<file path="config.mk">
export PLATFORM = sky130hd
export DESIGN_NAME = fp_add_arbiter
export DESIGN_NICKNAME = d
export VERILOG_FILES = /design/src/rtl/fp_add_arbiter.sv
export SDC_FILE = /design/constraint.sdc
export NUM_CORES = 1
export LEC_CHECK = 0
export ABC_AREA = 1
export CAP_MARGIN = 20
export CORE_AREA = 2 2 163 165
export DETAILED_ROUTE_END_ITERATION = 8
export DIE_AREA = 0 0 165 167
export PLACE_DENSITY_LB_ADDON = 0.15
export SYNTH_ARGS = -nofsm -noshare
export SYNTH_HDL_FRONTEND = slang
export SYNTH_SLANG_ARGS = --single-unit
</file>
<file path="constraint.sdc">
create_clock -name clock -period 2.5 [get_ports clock]
set_clock_uncertainty 0.15 [all_clocks]
set_input_delay 0.5 -clock clock [delete_from_list [all_inputs] [get_ports clock]]
set_output_delay 0.5 -clock clock [all_outputs]
set_load 0.01 [all_outputs]
</file>
<file path="src/rtl/fp_add_arbiter.sv">
// fp_add_arbiter
//   Shares one multi-cycle floating-point adder among NUM_REQ requesters.
//   Operand pairs are granted round-robin, handed to the adder with a
//   one-cycle start pulse, and the sum is returned on a single response
//   channel tagged with the owning requester id. One op is in flight at a
//   time.
//
//   Optional feature: define FP_ARB_TIMEOUT_EN to add a WAIT-state watchdog.
//   If the adder gives no add_done within TIMEOUT cycles, the op completes
//   with a quiet NaN and rsp_err=1. Without the macro WAIT is unbounded and
//   rsp_err is tied to 0.
//
// Ports
//   clock       system clock, rising edge
//   reset_n     asynchronous active-low reset
//   req_valid   per-requester operand valid             [NUM_REQ]
//   req_a/req_b packed operands, lane i at [32i+31:32i] [NUM_REQ*32]
//   req_ready   one-hot accept strobe (IDLE only)       [NUM_REQ]
//   add_a/add_b latched operands to the adder           [32]
//   add_start   one-cycle start pulse to the adder
//   add_done    adder result valid pulse
//   add_result  adder sum                               [32]
//   rsp_valid   response valid
//   rsp_id      requester that owns the response        [ID_W]
//   rsp_result  sum                                     [32]
//   rsp_err     watchdog abort flag
//   rsp_ready   response consumer ready
//   busy        high whenever the FSM is not IDLE
//   ops_count   completed-response counter, wraps       [16]

module fp_add_arbiter #(
  parameter int NUM_REQ = 4,
  parameter int ID_W    = 2,
  parameter int TIMEOUT = 64
) (
  input  logic                   clock,
  input  logic                   reset_n,
  input  logic [NUM_REQ-1:0]     req_valid,
  input  logic [NUM_REQ*32-1:0]  req_a,
  input  logic [NUM_REQ*32-1:0]  req_b,
  output logic [NUM_REQ-1:0]     req_ready,
  output logic [31:0]            add_a,
  output logic [31:0]            add_b,
  output logic                   add_start,
  input  logic                   add_done,
  input  logic [31:0]            add_result,
  output logic                   rsp_valid,
  output logic [ID_W-1:0]        rsp_id,
  output logic [31:0]            rsp_result,
  output logic                   rsp_err,
  input  logic                   rsp_ready,
  output logic                   busy,
  output logic [15:0]            ops_count
);

  localparam logic [1:0] IDLE  = 2'd0;
  localparam logic [1:0] ISSUE = 2'd1;
  localparam logic [1:0] WAIT  = 2'd2;
  localparam logic [1:0] RESP  = 2'd3;

  localparam logic [31:0] QNAN = 32'h7FC0_0000;

  logic [1:0]         state;
  logic [ID_W-1:0]    rr_ptr;       // last requester served
  logic [ID_W-1:0]    grant;
  logic [NUM_REQ-1:0] grant_onehot;
  logic [NUM_REQ-1:0] cand;
  logic               grant_found;

  // Round-robin search starting just after the last served requester, so the
  // lane served most recently is considered last.
  // NOTE: every signal written in always_comb gets a default first, so no
  // path leaves it unassigned and no latch is inferred.
  always_comb begin
    grant        = '0;
    grant_onehot = '0;
    grant_found  = 1'b0;
    cand         = '0;
    for (int k = 1; k <= NUM_REQ; k++) begin
      cand = NUM_REQ'(1) << ((int'(rr_ptr) + k) % NUM_REQ);
      if (!grant_found && |(req_valid & cand)) begin
        grant_found  = 1'b1;
        grant        = ID_W'((int'(rr_ptr) + k) % NUM_REQ);
        grant_onehot = cand;
      end
    end
  end

  // Gated by reset_n so every output reads 0 while reset is held.
  assign req_ready = (state == IDLE && reset_n) ? grant_onehot : '0;
  assign add_start = (state == ISSUE);
  assign rsp_valid = (state == RESP);
  assign busy      = (state != IDLE);

`ifdef FP_ARB_TIMEOUT_EN
  localparam int CNT_W = $clog2(TIMEOUT + 1);

  logic [CNT_W-1:0] wait_cnt;
  logic             timeout_hit;

  // Cleared while in ISSUE so it reads 0 on the first WAIT cycle; expiry
  // falls on the TIMEOUT-th WAIT cycle.
  always_ff @(posedge clock or negedge reset_n) begin
    if (!reset_n) begin
      wait_cnt <= '0;
    end else if (state == ISSUE) begin
      wait_cnt <= '0;
    end else if (state == WAIT) begin
      wait_cnt <= wait_cnt + CNT_W'(1);
    end
  end

  assign timeout_hit = (state == WAIT) && (wait_cnt == CNT_W'(TIMEOUT - 1));
`else
  assign rsp_err = 1'b0;
`endif

  // NOTE: sequential state uses non-blocking assignments only, so every
  // register samples the pre-edge value of the others.
  always_ff @(posedge clock or negedge reset_n) begin
    if (!reset_n) begin
      state      <= IDLE;
      rr_ptr     <= ID_W'(NUM_REQ - 1);
      add_a      <= '0;
      add_b      <= '0;
      rsp_id     <= '0;
      rsp_result <= '0;
      ops_count  <= '0;
`ifdef FP_ARB_TIMEOUT_EN
      rsp_err    <= 1'b0;
`endif
    end else begin
      case (state)
        IDLE: begin
          if (grant_found) begin
            add_a  <= 32'(req_a >> (32 * grant));
            add_b  <= 32'(req_b >> (32 * grant));
            rsp_id <= grant;
            rr_ptr <= grant;
            state  <= ISSUE;
          end
        end
        ISSUE: state <= WAIT;
        WAIT: begin
          // A done pulse wins over a simultaneous watchdog expiry.
          if (add_done) begin
            rsp_result <= add_result;
`ifdef FP_ARB_TIMEOUT_EN
            rsp_err    <= 1'b0;
`endif
            state      <= RESP;
          end
`ifdef FP_ARB_TIMEOUT_EN
          else if (timeout_hit) begin
            rsp_result <= QNAN;
            rsp_err    <= 1'b1;
            state      <= RESP;
          end
`endif
        end
        RESP: begin
          if (rsp_ready) begin
            ops_count <= ops_count + 16'd1;
            state     <= IDLE;
          end
        end
        default: state <= IDLE;
      endcase
    end
  end

endmodule
</file>
==> results list <==
* Outcome: finished with violations
* Violations in the final reports: setup timing
* Detailed placer's ending HPWL: 21740 um
- Actual slew at the worst max-slew pin: 0.7602 ns
* Worst reg-to-reg setup slack: -0.36 ns
* Average wire per cell in the routed design: 15.71 um
- Number of buffers added on ports: 416
- The area growth from synthesis to layout is 84.36%.
* Final RePlAce weighted congestion: 0.8546
- The first TritonRoute pass finished after 4 iterations.
* Filler cell count in the final layout: 2410
- Wire segments on met3 add up to 1734 um in the final route.
- The number of buffers and inverters on the critical path is 4.
* Worst hold-check path type: input pin to asynchronous set/reset pin
- Number of register bits inferred by synthesis: 118
* Kind of capture point of the worst setup path: output pin
- The number of global-route vias before repair is 8865.
* Critical path type: register to output pin
- Walking the worst path, the cells encountered are inv_4 > ha_4 > nand2_1 > nand2_2 > nor2_4 > buf_6 > nor2_4 > buf_4 > a221oi_2 > a21oi_1 > buf_2.
- Before CTS, the worst setup slack after placement is -0.7242 ns.
* Most frequent cell on the critical path: nor2_4
- In the post-route analysis, the smallest setup slack over all paths is -0.4729 ns.
- Final-report setup violation count: 72
- Synthesized netlist net count: 1448
- The die is 165 um wide.
- The first global-routing pass estimated 47670 um of wire.
- The floorplan step set the die height to 167 um.
- Largest delay share family, worst path: flip-flops
- In this run the cell area of the synthesized design comes to 7929 um2.
* Origin of the worst setup path: rr_ptr[0]
* DRT antenna net count: 0
- Of the synthesized area, sequential elements account for 37.27%.
- TritonCTS clock tree: built
* Final period utilization: 118.9%
- Each instance of the synthesized netlist takes up on average 6.949 um2.
- The Yosys step of the flow raised 0 warnings.
- In this run the number of cells on the critical path is 11.
- Met1 layer wirelength in the final routing: 12730 um
- After detailed routing, the total wire length is 31130 um.
- Relative slew slack: 49.32%
* Number of buffers on the longest clock path: 2
* TritonCTS buffer count: 17
* Later-pin clock latency in the skew report: 0.41 ns
- Entering global routing, the biggest net connects 119 pins.
- For the worst setup path, the data arrival time is 2.32 ns.
* Worst Hold Margin: 0.01222 ns
- Summed over all nets, wire length on met2 after detailed routing comes to 15830 um.
- The floorplan has 59 rows.
* Setup repair after global routing missed its margin: true
- The finished cells cover 14620 um2.
- The library cell used most frequently in the layout, excluding fill and tap cells, is clkdlybuf4s50_1.
- Mean number of vias per cell: 4.510
- After detailed routing, the number of remaining DRC violations is 0.
* Clock root buffer: clkbuf_16
- The number of cells on the worst reg-to-reg path is 19.
- The total overflow left after global routing is 0.
- Sequential cell area: 2955 um2
- RR Endpoint: add_a[30]
- Number of antenna violations at the first check in global routing: 1
- The clock drives 118 sinks.
- Clock-pin slew was measured on the worst setup and hold paths at 0.07 ns.
- In this run, placement finished with an instance count of 1897.
- The placed instances occupy a cell area of 12950 um2.
- In this design, the stage delay of the slowest critical-path cell is 0.59 ns.
- The die covers 27560 um2.
- Worst IR drop on VDD: 0.9825 mV
- Top-Level Pins: 418
* Combined area of the multi-input logic cells: 4124 um2
* Origin of the critical flop-to-flop path: rr_ptr[0]
* Final count of hold timing violations: 0
- Once the floorplan was initialized, standard cells occupied 30.78% of the core.
- Across all layers, the routed design uses 8938 vias.
* Total global routing track utilization: 22.34%
- Reported leakage power: 7.254 nW
- Final min period: 2.973 ns
- In this run the power density over the cells is 1543 nW/um2.
- Number of pins exceeding their max-slew limit in the final report: 0
* Most frequent cells in the layout: clkdlybuf4s50_1 (410), nand2_1 (320), nand3_1 (221)
- At the end of the flow, the number of nets in the layout was 1940.
- In this run, the number of DRC markers left after iteration 0 of detailed routing was 458.
- Data on the critical path is required at its endpoint by 1.85 ns.
* CTS H-Tree Depth: 4
* Share of final-layout standard cells stronger than drive strength 1: 19.56%
* Number of distinct standard cells referenced by the synthesized netlist: 37
- Type of element launching the critical path: register
- The finished layout holds 1982 standard cells, fillers aside.
- Achievable frequency: 336.4 MHz
- The critical path ends at req_ready[2].
- Synthesis produced a netlist whose cell count is 1141.
- Top Layer Used: met4
- # Max-Cap Violations: 0
* Critical-path top delay cell: dfstp_2
- The total area inside the core boundary comes to 25760 um2.
- Largest fanout of any net on the critical path: 5
[worst register-to-register path, cell delays in order, from the launching register on]
cell,delay [ns]
dfstp_2,0.59
inv_4,0.07
ha_4,0.18
nand2_2,0.06
nand2_2,0.07
nor2_4,0.19
buf_4,0.15
buf_6,0.08
nand4_1,0.17
nand2_2,0.14
nand2_4,0.08
nand2_8,0.09
buf_4,0.14
buf_16,0.16
clkbuf_16,0.17
nand2_1,0.06
nand3_1,0.07
nand2_1,0.05
nand2_1,0.06
nand2_1,0.05
[final cells by class]
type	count	share of cell area [%]
tap	335	2.867
timing repair buffer	535	39.06
inverter	217	5.675
antenna	1	0.01712
clock buffer	17	2.910
multi-input combinational	744	28.21
sequential	118	20.22
clock inverter	15	1.044
[cells by family (layout without fill, tap and decap cells)]
logic type               after synthesis  after routing  synth area share, %
AO/OA/AOI/OAI                         16             16                1.247
XOR/XNOR                              15             15                1.657
adder cells (fa/ha/maj)               11             11                1.736
buffers and inverters                279            784                14.49
flip-flops                           118            118                37.27
multiplexers                          33             33                4.687
other                                  1              2              0.04730
AND/OR/NAND/NOR                      668            668                38.87
[metrics by stage]
stage               power, mW  utilization, %   TNS, ns
finish                  22.55           56.74    -22.18
global route            24.27           56.74    -33.32
CTS                     21.52           55.23    -21.75
detailed placement      16.54           50.27    -30.87
global placement        16.44           50.27    -29.36
floorplan               10.93               -  -0.01076
[synth_stat cells]
| cell | count | area share (%) |
|---|---|---|
| nand2_1 | 336 | 16 |
| nand3_1 | 235 | 15 |
| inv_1 | 213 | 10 |
| dfrtp_1 | 116 | 37 |
| or2_2 | 61 | 4.8 |
| mux2_2 | 33 | 4.7 |
| buf_2 | 23 | 1.5 |
| clkbuf_1 | 19 | 0.90 |
| nor2_1 | 13 | 0.62 |
| ha_1 | 11 | 1.7 |
| xor2_1 | 9 | 0.99 |
| buf_4 | 8 | 0.76 |
| a21oi_1 | 7 | 0.44 |
| buf_1 | 7 | 0.33 |
| xnor2_1 | 6 | 0.66 |
| buf_6 | 5 | 0.71 |
| nor2_4 | 4 | 0.57 |
| nor3_1 | 4 | 0.25 |
| nand2_2 | 3 | 0.24 |
| nand2_4 | 3 | 0.43 |
| a211oi_1 | 2 | 0.19 |
| a221oi_1 | 2 | 0.22 |
| dfstp_2 | 2 | 0.66 |
| inv_2 | 2 | 0.095 |
| inv_4 | 2 | 0.16 |
| nand3_4 | 2 | 0.44 |
| nand4_1 | 2 | 0.16 |
| nor2_2 | 2 | 0.16 |
| a22oi_1 | 1 | 0.095 |
| conb_1 | 1 | 0.047 |
| nand3_2 | 1 | 0.13 |
| nor2_8 | 1 | 0.25 |
| nor4_1 | 1 | 0.079 |
| o211ai_1 | 1 | 0.095 |
| o21ai_0 | 1 | 0.063 |
| o21ai_1 | 1 | 0.063 |
| o22ai_1 | 1 | 0.079 |
[per-layer routing]
layer  up-vias  global-route usage, %
met2       286                  38.80
met1      4121                  27.32
li1       4479                      -
met4         0                  7.675
met5         -                      0
met3        52                  4.483
[where the power goes]
group / switching, mW / internal (mW)
clock: 1.08 / 1.33
combinational: 8.05 / 8.74
sequential: 0.506 / 2.83
total: 9.64 / 12.9
[flip-flops by register name, summed over array words and instances (netlist names)]
signal,cells
rr_ptr,2
rsp_id,2
ops_count,16
add_b,32
state,2
rsp_result,32
add_a,32
[what timing repair did]
item / CTS / global route
pin swaps: 17 / 23
gates resized for setup: 57 / 58
cloned: 11 / 4
endpoints found under the setup margin: 72 / 74
hold endpoints to repair: 0 / 0
hold buffers: 0 / 0
setup buffers: 28 / 14
[how the worst min path moves through the flow]
stage | start | end | slack (ns) | cells after the start
2_1_floorplan | reset_n | add_a[0] | 0.05 | 0
3_3_place_gp | add_a[25] | add_a[25] | 0.31 | 2
3_5_place_dp | add_b[5] | add_b[5] | 0.31 | 2
4_1_cts | reset_n | add_b[23] | 0.14 | 2
5_1_grt | reset_n | add_b[23] | 0.15 | 2
6_report | reset_n | add_b[23] | 0.01 | 2
(Power assumes the default switching activity.)
==> RTL edit 1: new RTL, same settings <==
Build with the macro `FP_ARB_TIMEOUT_EN` defined.
--- a/src/rtl/fp_add_arbiter.sv
+++ b/src/rtl/fp_add_arbiter.sv
@@ -27,6 +27,8 @@
 //   rsp_ready   response consumer ready
 //   busy        high whenever the FSM is not IDLE
 //   ops_count   completed-response counter, wraps       [16]
+
+`define FP_ARB_TIMEOUT_EN
 
 module fp_add_arbiter #(
   parameter int NUM_REQ = 4,
Function: same outputs for any inputs over 4 cycles, from zero or initial values and one cycle with reset_n low; that may be too few to reach the edited logic, so the function may still have changed.
==> RTL edit 1 against the unedited design <==
- the flow still finishes with violations (negative setup slack)
- combinational power increased by 17%
- power up 14%
- sequential cell count grew 8
- die area stayed put
- highest routed layer unchanged
- setup slack got worse by 0.042 ns
- critical endpoint is now req_ready[3]
- wire length grew 20%
- largest cell class unchanged
- final area increased by 7.0%
- synthesized cell count grew 2.6%
- area after synthesis up 3.8%
==> RTL edit 1: results <==
{
  "seq_area_frac_synth_pct": 38.3,
  "slowest_delay_ns": 0.61,
  "synthesis.instances": 1171,
  "violations": "negative setup slack",
  "clk-insertion-delay-late_ns": 0.43,
  "synth_common_cells": "nand2_1 (343), nand3_1 (228), inv_1 (211)",
  "routed_wl_mm": 37.2,
  "power_density_nw_per_um2": 1640,
  "setup_ws_ns": -0.515,
  "fillers": 2317,
  "grt_pass1_wl_mm": 50.0,
  "tightest_slew_ns": 0.729,
  "place_inst": 1919,
  "status": "complete, but fails checks",
  "synthTopCellsByArea": "dfrtp_1 (38%), nand2_1 (16%), nand3_1 (14%)",
  "ir_worst_vdd_uv": 1360,
  "drive_gt1_share_pct": 22.7,
  "grt_pass1_vias": 9324,
  "finalSetupViolations": 74,
  "tns_ns": -20.49,
  "nNetsFinal": 1978,
  "p_leak_uw": 0.00769,
  "postCtsSetupRepairBufs": 11,
  "dp_slack_ns": -0.703,
  "synth_nets": 1479,
  "drt_first_pass_iters": 5,
  "antenna_found_initial": 2,
  "vias": 9794,
  "placed_area_um2": 13100,
  "numPortBuffers": 417,
  "synth.area.mux_share_pct": 0,
  "wire_per_inst_um": 18.4
}
[RTL edit 1: cell count changes in the layout (fill, tap and decap cells not counted), moves of 7 or more]
cell,before,now
o22a_1,0,9
or2_2,56,34
a22o_1,0,23
nand2_4,4,12
dfrtp_1,116,124
or2_4,5,37
nand3_2,12,87
buf_4,58,51
mux2_2,33,0
clkbuf_16,21,34
nand3_1,221,142
[RTL edit 1: routing by layer]
layer | GRT usage (%) | vias to the layer above | part of all wire (%)
met4 | 8.24 | 0 | 2.9
met1 | 25.9 | 4659 | 37
met5 | 0 | - | 0
met2 | 42.6 | 423 | 52
li1 | - | 4645 | -
met3 | 6.63 | 67 | 7.8
[RTL edit 1: final timing paths]
kind	to	startpoint	slack, ns	cells after the start
setup / recovery	req_ready[3]	rr_ptr[0]	-0.51	10
hold / removal	add_a[6]	reset_n	0.03	2
setup reg to reg	add_b[14]	rr_ptr[0]	-0.37	16
hold reg to reg	ops_count[15]	ops_count[15]	0.33	1
max in group asynchronous	rsp_id[0]	reset_n	1.62	2
min in group clock	ops_count[15]	ops_count[15]	0.33	1
[RTL edit 1: final cells by class]
type | count | share of cell area (%)
clock inverters | 15 | 0.936
well taps | 335 | 2.68
repair buffers | 540 | 38.0
diodes | 2 | 0.0320
flip-flops and latches | 126 | 20.2
multi-input cells | 770 | 30.2
clock buffers | 17 | 2.72
inverters | 215 | 5.28
[RTL edit 1: where the power goes]
part           leakage, µW  total (µW)  internal, µW  switching, µW
Sequential         0.00157        3520          2990            535
Clock             0.000269        2450          1320           1130
Combinational      0.00585       19700          9930           9740
Total              0.00769       25600         14200          11400
[RTL edit 1: kinds of logic after synthesis]
family	count (synthesis)
flops	126
simple gates	684
buf+inv	278
xor+xnor	14
fa+ha+maj	12
compound gates	57
==> RTL edit 2: new RTL, same flow settings <==
Made on the original files. Put one more register stage on the output `ops_count`, cleared by the reset. The value now appears one clock later. The other outputs are not delayed to match.
--- a/src/rtl/fp_add_arbiter.sv
+++ b/src/rtl/fp_add_arbiter.sv
@@ -59,6 +59,8 @@
   localparam logic [1:0] RESP  = 2'd3;
 
   localparam logic [31:0] QNAN = 32'h7FC0_0000;
+
+  logic [15:0] ops_count_s0;
 
   logic [1:0]         state;
   logic [ID_W-1:0]    rr_ptr;       // last requester served
@@ -125,7 +127,7 @@
       add_b      <= '0;
       rsp_id     <= '0;
       rsp_result <= '0;
-      ops_count  <= '0;
+      ops_count_s0 <= '0;
 `ifdef FP_ARB_TIMEOUT_EN
       rsp_err    <= 1'b0;
 `endif
@@ -160,7 +162,7 @@
         end
         RESP: begin
           if (rsp_ready) begin
-            ops_count <= ops_count + 16'd1;
+            ops_count_s0 <= ops_count_s0 + 16'd1;
             state     <= IDLE;
           end
         end
@@ -169,4 +171,12 @@
     end
   end
 
+  always_ff @(posedge clock or negedge reset_n) begin
+    if (!reset_n) begin
+      ops_count <= '0;
+    end else begin
+      ops_count <= ops_count_s0;
+    end
+  end
+
 endmodule
Check against the original RTL: same outputs for any inputs over 4 cycles, from zero or initial values and one cycle with reset_n low; that may be too few to reach the edited logic, so the function may still have changed.
==> RTL edit 2 against the unedited design <==
- the run still ends with negative setup slack left
- final area is 8.1% higher
- die area did not move
- first-iteration DRC count grew 30%
- register-to-register slack worse by 0.05 ns
- synthesized cell count is 3.4% higher
- power rose by 17%
- area after synthesis is 10% higher
- sequential cell count increased by 16
- sequential share of layout area grew 1.0 points
- largest power group unchanged
- wire length increased by 16%
- setup slack got worse by 0.034 ns
==> RTL edit 2: results <==
{
  "status": "complete, but fails checks",
  "violations": "negative setup slack",
  "drt_first_pass_iters": 5,
  "drtIter0Drc": 595,
  "grt_pass1_vias": 9662,
  "postCtsSetupRepairBufs": 24,
  "slew_headroom_pct": 50.1,
  "multi_input_comb_area_um2": 4450,
  "pwr-share-seq_pct": 13.9,
  "ir_worst_vdd_uv": 908,
  "drive_gt1_share_pct": 20.5,
  "cp_max_fo": 6,
  "cts_resized": 107,
  "nNetsFinal": 1984,
  "synth_nets": 1487,
  "seq_cells": 134,
  "setup_ws_ns": -0.507,
  "htreeDepth": 4,
  "gr-usage-all-layers_pct": 25.5,
  "cp-endpoint": "req_ready[0]",
  "final-seq-area_um2": 3360,
  "fillers": 2374,
  "dp_hpwl_mm": 24.5,
  "rr_endpoint": "add_b[13]",
  "p_leak_uw": 0.00779,
  "n_all_buffers": 552,
  "finalSetupViolations": 72,
  "wl_met2_mm": 18.4,
  "placed_area_um2": 13800,
  "ff2ff_setup_slack_ns": -0.41,
  "antenna_found_initial": 3,
  "synth_common_cells": "nand2_1 (307), inv_1 (236), nand3_1 (166)",
  "synthTopCellsByArea": "dfrtp_1 (38%), nand2_1 (13%), inv_1 (10%)",
  "seq_area_frac_synth_pct": 38.4,
  "multi_input_gates": 732,
  "wire_per_inst_um": 17.8,
  "whs_ns": 0.0475,
  "buf_share_pct": 38.0,
  "grt_util_met3_pct": 6.18,
  "wl_met3_mm": 3.02,
  "use_met2_pct": 45.4,
  "fin_area_um2": 15800,
  "numCtsBuffers": 17,
  "routed.top_layer": "met5",
  "wl_met1_mm": 13.8,
  "pg_comb_uw": 19900,
  "gp_congestion": 0.882,
  "inverters": 240,
  "swShare_pct": 43.0,
  "met1_usage_pct": 30.1,
  "netlist-cell-type-count": 42,
  "vias": 9684,
  "dp_slack_ns": -0.754,
  "grt_max_degree": 135,
  "timing.critical_path.arrival_ns": 2.36
}
RTL edit 2: kinds of logic (layout without fill, tap and decap cells):
kind of cell	Yosys count	count (layout)	synth area share [%]
compound gates	18	18	1.53
xor+xnor	15	15	1.50
mux	33	33	4.26
buf+inv	315	824	15.6
flops	134	134	38.4
other cells	1	2	0.0429
simple gates	653	654	37.1
fa+ha+maj	11	11	1.58
RTL edit 2: worst max-delay path, stage by stage, from the launching register on:
cell and delay (ns):
dfstp_2 0.59, inv_4 0.06, ha_4 0.19, nand2_2 0.08
nand2_4 0.07, nor2_8 0.17, nand3_4 0.10, nor2_4 0.18
a21oi_2 0.07, a221oi_4 0.25, buf_2 0.18
RTL edit 2: metrics by stage:
stage,power (µW),util (%),std cells,TNS [ns]
final,26300,61.3,2026,-25.31
after global routing,28100,61.3,2026,-34.20
after CTS,25700,60.1,2014,-25.35
after detailed placement,17900,53.7,1942,-34.34
after global placement,17700,53.7,1942,-33.03
after floorplan,11900,-,1180,0
